File: src/rtl/led_pwm_ctrl.sv
// LED PWM controller: a small register file sets per-channel modes.
// A shared prescaler/PWM counter pair drives off/on/blink/pwm LED outputs.
module led_pwm_ctrl #(
    parameter int NUM_CH     = 8,
    parameter int PWM_BITS   = 8,
    parameter int PRESC_BITS = 16
) (
    input  logic              clk,
    input  logic              reset,
    input  logic              wr_en,
    input  logic              rd_en,
    input  logic [7:0]        addr,
    input  logic [31:0]       wdata,
    output logic [31:0]       rdata,
    output logic              rvalid,
    output logic [NUM_CH-1:0] led
);

    typedef enum logic [1:0] {
        MODE_OFF   = 2'd0,
        MODE_ON    = 2'd1,
        MODE_BLINK = 2'd2,
        MODE_PWM   = 2'd3
    } chMode_e;

    logic                  ctrlEn_q, ctrlEn_d;
    logic [PRESC_BITS-1:0] presc_q, presc_d;
    logic [1:0]            chMode_q [NUM_CH];
    logic [1:0]            chMode_d [NUM_CH];
    logic [PWM_BITS-1:0]   chDuty_q [NUM_CH];
    logic [PWM_BITS-1:0]   chDuty_d [NUM_CH];

    logic [PRESC_BITS-1:0] prescCnt_q, prescCnt_d;
    logic [PWM_BITS-1:0]   pwmCnt_q, pwmCnt_d;
    logic                  blink_q, blink_d;
    logic [NUM_CH-1:0]     led_q, led_d;
    logic [31:0]           rdata_q, rdata_d;
    logic                  rvalid_q, rvalid_d;

    logic                  tick;
    logic                  prescWrite;
    logic                  unusedWdata;

    // Upper write-data bits only matter for wide parameter choices.
    assign unusedWdata = ^wdata;

    assign tick       = ctrlEn_q && (prescCnt_q == presc_q);
    assign prescWrite = wr_en && (addr == 8'd1);

    // Register file write decode; unmapped addresses leave everything untouched.
    always_comb begin
        ctrlEn_d = ctrlEn_q;
        presc_d  = presc_q;
        chMode_d = chMode_q;
        chDuty_d = chDuty_q;
        if (wr_en) begin
            if (addr == 8'd0) begin
                ctrlEn_d = wdata[0];
            end
            if (addr == 8'd1) begin
                presc_d = wdata[PRESC_BITS-1:0];
            end
            for (int i = 0; i < NUM_CH; i++) begin
                if (addr == 8'(i + 2)) begin
                    chMode_d[i] = wdata[1:0];
                    chDuty_d[i] = wdata[PWM_BITS+1:2];
                end
            end
        end
    end

    // Prescaler, PWM counter and blink phase; all held at zero while disabled.
    always_comb begin
        prescCnt_d = prescCnt_q + PRESC_BITS'(1);
        pwmCnt_d   = pwmCnt_q;
        blink_d    = blink_q;
        if (tick) begin
            prescCnt_d = '0;
            pwmCnt_d   = pwmCnt_q + PWM_BITS'(1);
            if (pwmCnt_q == '1) begin
                blink_d = ~blink_q;
            end
        end
        if (prescWrite) begin
            prescCnt_d = '0;
        end
        if (!ctrlEn_q) begin
            prescCnt_d = '0;
            pwmCnt_d   = '0;
            blink_d    = 1'b0;
        end
    end

    // Per-channel LED function from the current register and counter state.
    always_comb begin
        led_d = '0;
        for (int i = 0; i < NUM_CH; i++) begin
            case (chMode_e'(chMode_q[i]))
                MODE_OFF:   led_d[i] = 1'b0;
                MODE_ON:    led_d[i] = 1'b1;
                MODE_BLINK: led_d[i] = blink_q;
                MODE_PWM:   led_d[i] = (pwmCnt_q < chDuty_q[i]);
                default:    led_d[i] = 1'b0;
            endcase
        end
        if (!ctrlEn_q) begin
            led_d = '0;
        end
    end

    // Read mux sees the pre-write register values, so read-during-write returns old data.
    always_comb begin
        rdata_d  = '0;
        rvalid_d = rd_en;
        if (rd_en) begin
            if (addr == 8'd0) begin
                rdata_d = {31'd0, ctrlEn_q};
            end
            if (addr == 8'd1) begin
                rdata_d = 32'(presc_q);
            end
            for (int i = 0; i < NUM_CH; i++) begin
                if (addr == 8'(i + 2)) begin
                    rdata_d = 32'({chDuty_q[i], chMode_q[i]});
                end
            end
        end
    end

    // State register; reset overrides any access in the same cycle.
    always_ff @(posedge clk) begin
        if (reset) begin
            ctrlEn_q   <= 1'b0;
            presc_q    <= '0;
            for (int i = 0; i < NUM_CH; i++) begin
                chMode_q[i] <= '0;
                chDuty_q[i] <= '0;
            end
            prescCnt_q <= '0;
            pwmCnt_q   <= '0;
            blink_q    <= 1'b0;
            led_q      <= '0;
            rdata_q    <= '0;
            rvalid_q   <= 1'b0;
        end else begin
            ctrlEn_q   <= ctrlEn_d;
            presc_q    <= presc_d;
            chMode_q   <= chMode_d;
            chDuty_q   <= chDuty_d;
            prescCnt_q <= prescCnt_d;
            pwmCnt_q   <= pwmCnt_d;
            blink_q    <= blink_d;
            led_q      <= led_d;
            rdata_q    <= rdata_d;
            rvalid_q   <= rvalid_d;
        end
    end

    assign led    = led_q;
    assign rdata  = rdata_q;
    assign rvalid = rvalid_q;

endmodule

File: config.mk
export PLATFORM = sky130hd
export DESIGN_NAME = led_pwm_ctrl
export DESIGN_NICKNAME = d
export VERILOG_FILES = /design/src/rtl/led_pwm_ctrl.sv
export SDC_FILE = /design/constraint.sdc
export NUM_CORES = 1
export LEC_CHECK = 0
export ABC_AREA = 1
export BUFFER_PORTS_ARGS = -buffer_cell sky130_fd_sc_hd__buf_2
export CORE_MARGIN = 8
export CORE_UTILIZATION = 45
export CTS_BUF_LIST = sky130_fd_sc_hd__clkbuf_4
export DETAILED_ROUTE_END_ITERATION = 7
export GPL_ROUTABILITY_DRIVEN = 0
export GPL_TIMING_DRIVEN = 0
export PLACE_DENSITY_LB_ADDON = 0.15
export SETUP_SLACK_MARGIN = 0.15
export SLEW_MARGIN = 20
export SYNTH_ARGS = -nofsm -noshare
export SYNTH_HDL_FRONTEND = slang
export SYNTH_SLANG_ARGS = --single-unit
File: constraint.sdc
create_clock -name clk -period 1.7 [get_ports clk]
set_clock_uncertainty 0.05 [all_clocks]
set_input_delay 0.17 -clock clk [delete_from_list [all_inputs] [get_ports clk]]
set_output_delay 0.17 -clock clk [all_outputs]
set_load 0.03 [all_outputs]
**Word-level counts from Yosys, hierarchy flattened**

Cells that the tools add are included.

- Register bits after elaboration: 163
- Output and inout bits: 41
- Input port bits: 44
- Word-level logic and storage cells: 119

- Eq/ne operators: 35
- Multiplexer cells: 18
- Bitwise operators: 3
- Reduce and logical (&&, ||, !) cells: 27
- Order comparisons: 8
- Add/subtract/negate cells: 2

Operators by type and width:

| kind | count |
|---|---|
| 10-bit 2-to-1 mux | 8 |
| 8-bit less-than comparator | 8 |
| 2-bit equality test, second input constant | 16 |
| 8-bit by 3-bit equality test with 1-bit output, second input constant | 4 |
| 1-bit case mux with 4 select lines | 8 |
| 2-bit AND reduction | 11 |
| 16-bit by 1-bit adder with 16-bit output, second input constant | 1 |
| 16-bit equality test | 1 |
| 2-bit by 1-bit equality test with 1-bit output, second input constant | 8 |
| 8-bit by 2-bit equality test with 1-bit output, second input constant | 2 |
| 8-bit by 4-bit equality test with 1-bit output, second input constant | 2 |
| 2-bit logical NOT | 8 |
| 16-bit 2-to-1 mux | 1 |
| 11-bit OR reduction | 1 |
| 10-bit OR reduction | 1 |
| 8-bit by 1-bit adder with 8-bit output, second input constant | 1 |
| 8-bit by 1-bit equality test with 1-bit output, second input constant | 1 |
| 8-bit equality test, second input constant | 1 |
| 8-bit logical NOT | 1 |
| 2-bit OR reduction | 2 |
| 4-bit OR reduction | 1 |
| 1-bit inverter | 3 |
| 1-bit logical AND | 2 |
| 1-bit 2-to-1 mux | 1 |

**Longest topological paths before layout**

- Depth after elaboration: 11
- Mapped depth: 12
- Mapped depth without buffers: 12

**Worst setup path before layout**

No wires, ideal clock.

- Kind: register to register
- Start: register prescCnt_q[0]
- End: register prescCnt_q[12]
- Clock period less this slack: 1606 ps
- Path buffers: 0
- Data arrival time: 1478 ps
- Cell stages (with the launch flop): 11
- Setup slack: 94 ps
- Cells stage by stage: dfxtp_1 ha_1 nand2_1 inv_1 nand2_1 nor2_1 nand3b_1 or2_4 nor2_1 nor2_1 nor3_1

- Word-level cells in the longest chain between the ends: 3
- Elaborated cells on any way between the ends: 4
- Classes of those cells: add/sub (1); eq/ne (1); reduce/logical (2)

RTL lines:

| item | RTL line | RTL |
|---|---|---|
| start: declaration | 33 | `logic [PRESC_BITS-1:0] prescCnt_q, prescCnt_d;` |
| start signal: assignment | 150 | `prescCnt_q <= prescCnt_d;` |
| parallel branches: the longest is 3 deep, another holds 16-bit by 1-bit adder with 16-bit output | n/a |  |

Several ways; the timed one is not identified.
A chain may end at the register's enable or synchronous reset.

**Worst setup path after layout**

- Start: register prescCnt_q[0]
- End: register prescCnt_q[14]

The elaborated chain is that of the path after synthesis.

==> out/qor.csv <==
stage,metric,value,unit
run,Max-Cap Viols,0,
grt,largest net degree at the start of global routing,17,
place,I/O Buffers,51,
power_and_ir_drop,switching share of power,26.01,%
sta,Hold Slack,70.39,ps
power_and_ir_drop,LEAKAGE,4.061,nW
layout,fill count,1644,
grt,first-pass GRT wire length,37.38,mm
clock_network,Max clock buf depth,2,
grt,vias in the first global route,6851,
floorplanning,Site Rows,48,
yosys,share of the synthesized area in the top cell type,37.70,%
power_and_ir_drop,Clk pwr share,38.7,%
yosys,synth cell count leaders,"183 x nand2_1, 155 x inv_1, 150 x a21oi_1",
clock_network,latest clock arrival within the worst-skew pair,580,ps
yosys,count of different cell masters after synthesis,40,
routing,via count,7651,
yosys,Ys Warns,0,
power_and_ir_drop,VDD IR max,0.0003904,V
sta,RSZ-0062 raised after global routing,yes,
floorplanning,die area,0.02182,sq mm
worst_setup_path,reg-to-reg critical path startpoint,prescCnt_q[0],
routing,TritonRoute pass-1 iters,7,
routing,Met2 Wirelength,10.98,mm
sta,f_max,609.0,MHz
routing,drt drc,0,
floorplanning,starting density of the core,45.61,%
worst_setup_path,Worst EP required,2180,ps
yosys,mean post-synth cell area,7.221,sq um
sta,"Hold Violations, Final",0,
worst_setup_path,CP max-delay cell,dfxtp_4,
yosys,number of synthesized flops with an enable pin,0,
power_and_ir_drop,Switch Pwr,1.620,mW
routing,M1 WL,11.31,mm
routing,Met3 Wirelength,1.447,mm
sta,setup TNS,0,ps
yosys,part of the Yosys area used for sequential elements,37.70,%
layout,post-route cell area,0.009712,sq mm
clock_network,clock slew at reported path FFs,140,ps
sta,Max-slew headroom,46.13,%
clock_network,htree depth,4,
power_and_ir_drop,final total power,6.231,mW
routing,Top Metal Used,met4,
power_and_ir_drop,sequential power share,55.2,%
floorplanning,IO Count,85,
status,status,"finished, final reports clean",
clock_network,CTS tree,built,
floorplanning,die width,147.7,um
layout,layout cell share with drive strength beyond 1,21.75,%
floorplanning,Chip Height,147.7,um
routing,DR iter-0 viols,546,
floorplanning,core area,0.01712,sq mm
sta,min cycle time layout,1642,ps
power_and_ir_drop,Power Dens Cells,641.5,mW/mm^2
routing,vias per cell,5.226,
clock_network,CTS sink count,147,
worst_setup_path,Critical path buffers and inverters,2,
yosys,Mapped Area,0.007806,sq mm
power_and_ir_drop,combinational group share of total power,6.1,%
sta,final count of pins violating max slew,0,
power_and_ir_drop,Int Pwr,4.610,mW
sta,Setup Viol. Count Final,0,
sta,measured slew at the worst slew-check pin,803.7,ps
yosys,Syn Inst Count,1081,
place,DP HPWL,17.67,mm
place,placed instance count,1372,
place,post-placement cell area,0.008403,sq mm
worst_setup_path,worst setup path start,prescCnt_q[0],
routing,post-route antenna net violation count,0,
worst_setup_path,Setup crit start kind,flop,
yosys,cell with the most instances after synthesis,nand2_1,
grt,antenna violations before repair,1,
worst_setup_path,Setup CP Type,reg -> reg,
yosys,top_reg_cell synth,dfxtp_1,
worst_setup_path,Top Family by Delay on Critical Path,simple AND/OR/NAND/NOR gates,
yosys,number of synthesized register bits,147,
layout,post-layout net count,1326,
worst_setup_path,Worst EP arrival,2120,ps
worst_setup_path,CP max FO,5,
min_path,Hold WC Path Type,in -> reg,
clock_network,TritonCTS buffer count,17,
min_path,hold path startpoint,addr[2],
layout,Layout Cells excl Fill,1464,
clock_network,root buf cell,clkbuf_4,
worst_setup_path,crit end category,flop,
worst_setup_path,critical path's largest stage delay,410,ps
routing,total wire length,24.28,mm
sta,fin crit share,96.59,%
yosys,post-synthesis async set-or-reset flop share,0,%
layout,area grow syn2layout,24.41,%
grt,GRT Residual Overflow,0,
routing,DR WL/cell,16.58,um
yosys,leading area contributor after synthesis,dfxtp_1,
grt,GRT Total Usage,21.63,%
worst_setup_path,cell chain of the critical path,"ha_4, nand2_2, inv_2, nand2_2, nor2_2, nand3b_1, buf_4, nor2_2, nand3_1, xor2_1, nor2_1",
yosys,"top cells by area, synth","dfxtp_1 38%, a21oi_1 9.6%, ha_1 9.3%",
==> stage by stage <==
stage / setup slack, ps / utilization, %
2_1_floorplan: 151.3 / -
3_3_place_gp: -248.8 / 49.09
3_5_place_dp: -226.0 / 49.09
4_1_cts: 33.36 / 53.95
5_1_grt: -52.97 / 56.74
6_report: 57.95 / 56.74
==> final timing paths <==
check	cells after the start	slack [ps]	to
hold / removal	7	70	ctrlEn_q
setup reg to reg	11	60	prescCnt_q[14]
setup / recovery	11	60	prescCnt_q[14]
hold reg to reg	2	420	chDuty_q[16]
==> cell families (layout without fill, tap and decap cells) <==
group / count (synthesis) / count (layout) / share of synthesized area, %
fa+ha+maj: 58 / 58 / 9.296
buf+inv: 214 / 355 / 11.62
other cells: 1 / 18 / 0.04804
simple gates: 365 / 365 / 20.98
flops: 147 / 147 / 37.70
xor+xnor: 20 / 20 / 2.244
compound gates: 276 / 276 / 18.11
==> placed cells by master (no fill, tap or decap), types with 3 or more instances in the layout <==
cell           Yosys  layout
nand3_2            1       4
nor3_1            14      12
dlygate4sd3_1      0      22
nor2_1            77      65
clkbuf_1          19      18
nand3_1           40      36
and2_1             2       3
nand4_1           24      24
xor2_1            17      16
bufinv_16          0       3
ha_4               0      13
nor3_4             1       3
nand2_2            2       9
dfxtp_2            0      22
conb_1             1      16
clkinv_2           2       5
clkbuf_4           0      21
o21ai_0          114     107
nand2_1          183     176
inv_1            155     151
nor2_4             1       6
o211ai_1           9       9
buf_2             15      62
o21ai_2            0       5
dfxtp_4            0       8
inv_2              3       7
dfxtp_1          147     117
a21oi_1          150     141
a21oi_2            0       9
buf_6              3      10
nor2_2             4      11
clkinvlp_4         0       5
ha_1              58      44
buf_4             16      43
==> state kept, by name, indices dropped and copies added, names as in the netlist <==
signal      count
chDuty_q       64
chMode_q       16
prescCnt_q     16
presc_q        16
rdata          16
led             8
pwmCnt_q        8
blink_q         1
ctrlEn_q        1
rvalid          1
==> final cells by class <==
class,count,area [sq um],share of cell area [%]
inverter,161,608.1,6.261
antenna,2,5.005,0.05153
clock buffer,19,142.6,1.469
buffer,53,322.8,3.324
multi-input combinational,735,4387,45.17
sequential,147,3000,30.89
timing repair buffer,109,805.8,8.297
clock inverter,13,158.9,1.636
tap,225,281.5,2.899
==> power groups by stage <==
stage          logic, mW  clock network, mW  registers [mW]
2_1_floorplan      0.202                  0            3.53
3_3_place_gp       0.328                  0            3.53
3_5_place_dp       0.328                  0            3.53
4_1_cts            0.368               2.44            3.45
5_1_grt            0.409               2.60            3.44
6_report           0.381               2.41            3.44
==> repair_timing <==
item                                    CTS  global route
endpoints found under the setup margin   33            53
cloned                                    0             1
buffers inserted                         20            15
pin swaps                                17            45
hold endpoints to repair                103             0
resized for setup                        50            86
hold buffers                             22             0
==> worst min-delay path, delay by kind of cell <==
family                 cells  cell delay, ps
buffers and inverters      1             110
and+or+nand+nor            4             220
AOI/OAI and AO/OA          2             170
==> per-layer routing <==
| layer | global-route usage (%) | up-vias |
|---|---|---|
| met4 | 6.833 | 0 |
| li1 | - | 3812 |
| met3 | 4.219 | 45 |
| met1 | 29.75 | 3574 |
| met2 | 33.42 | 220 |
| met5 | 0 | - |
No activity file was read; power rests on OpenSTA's default activity.
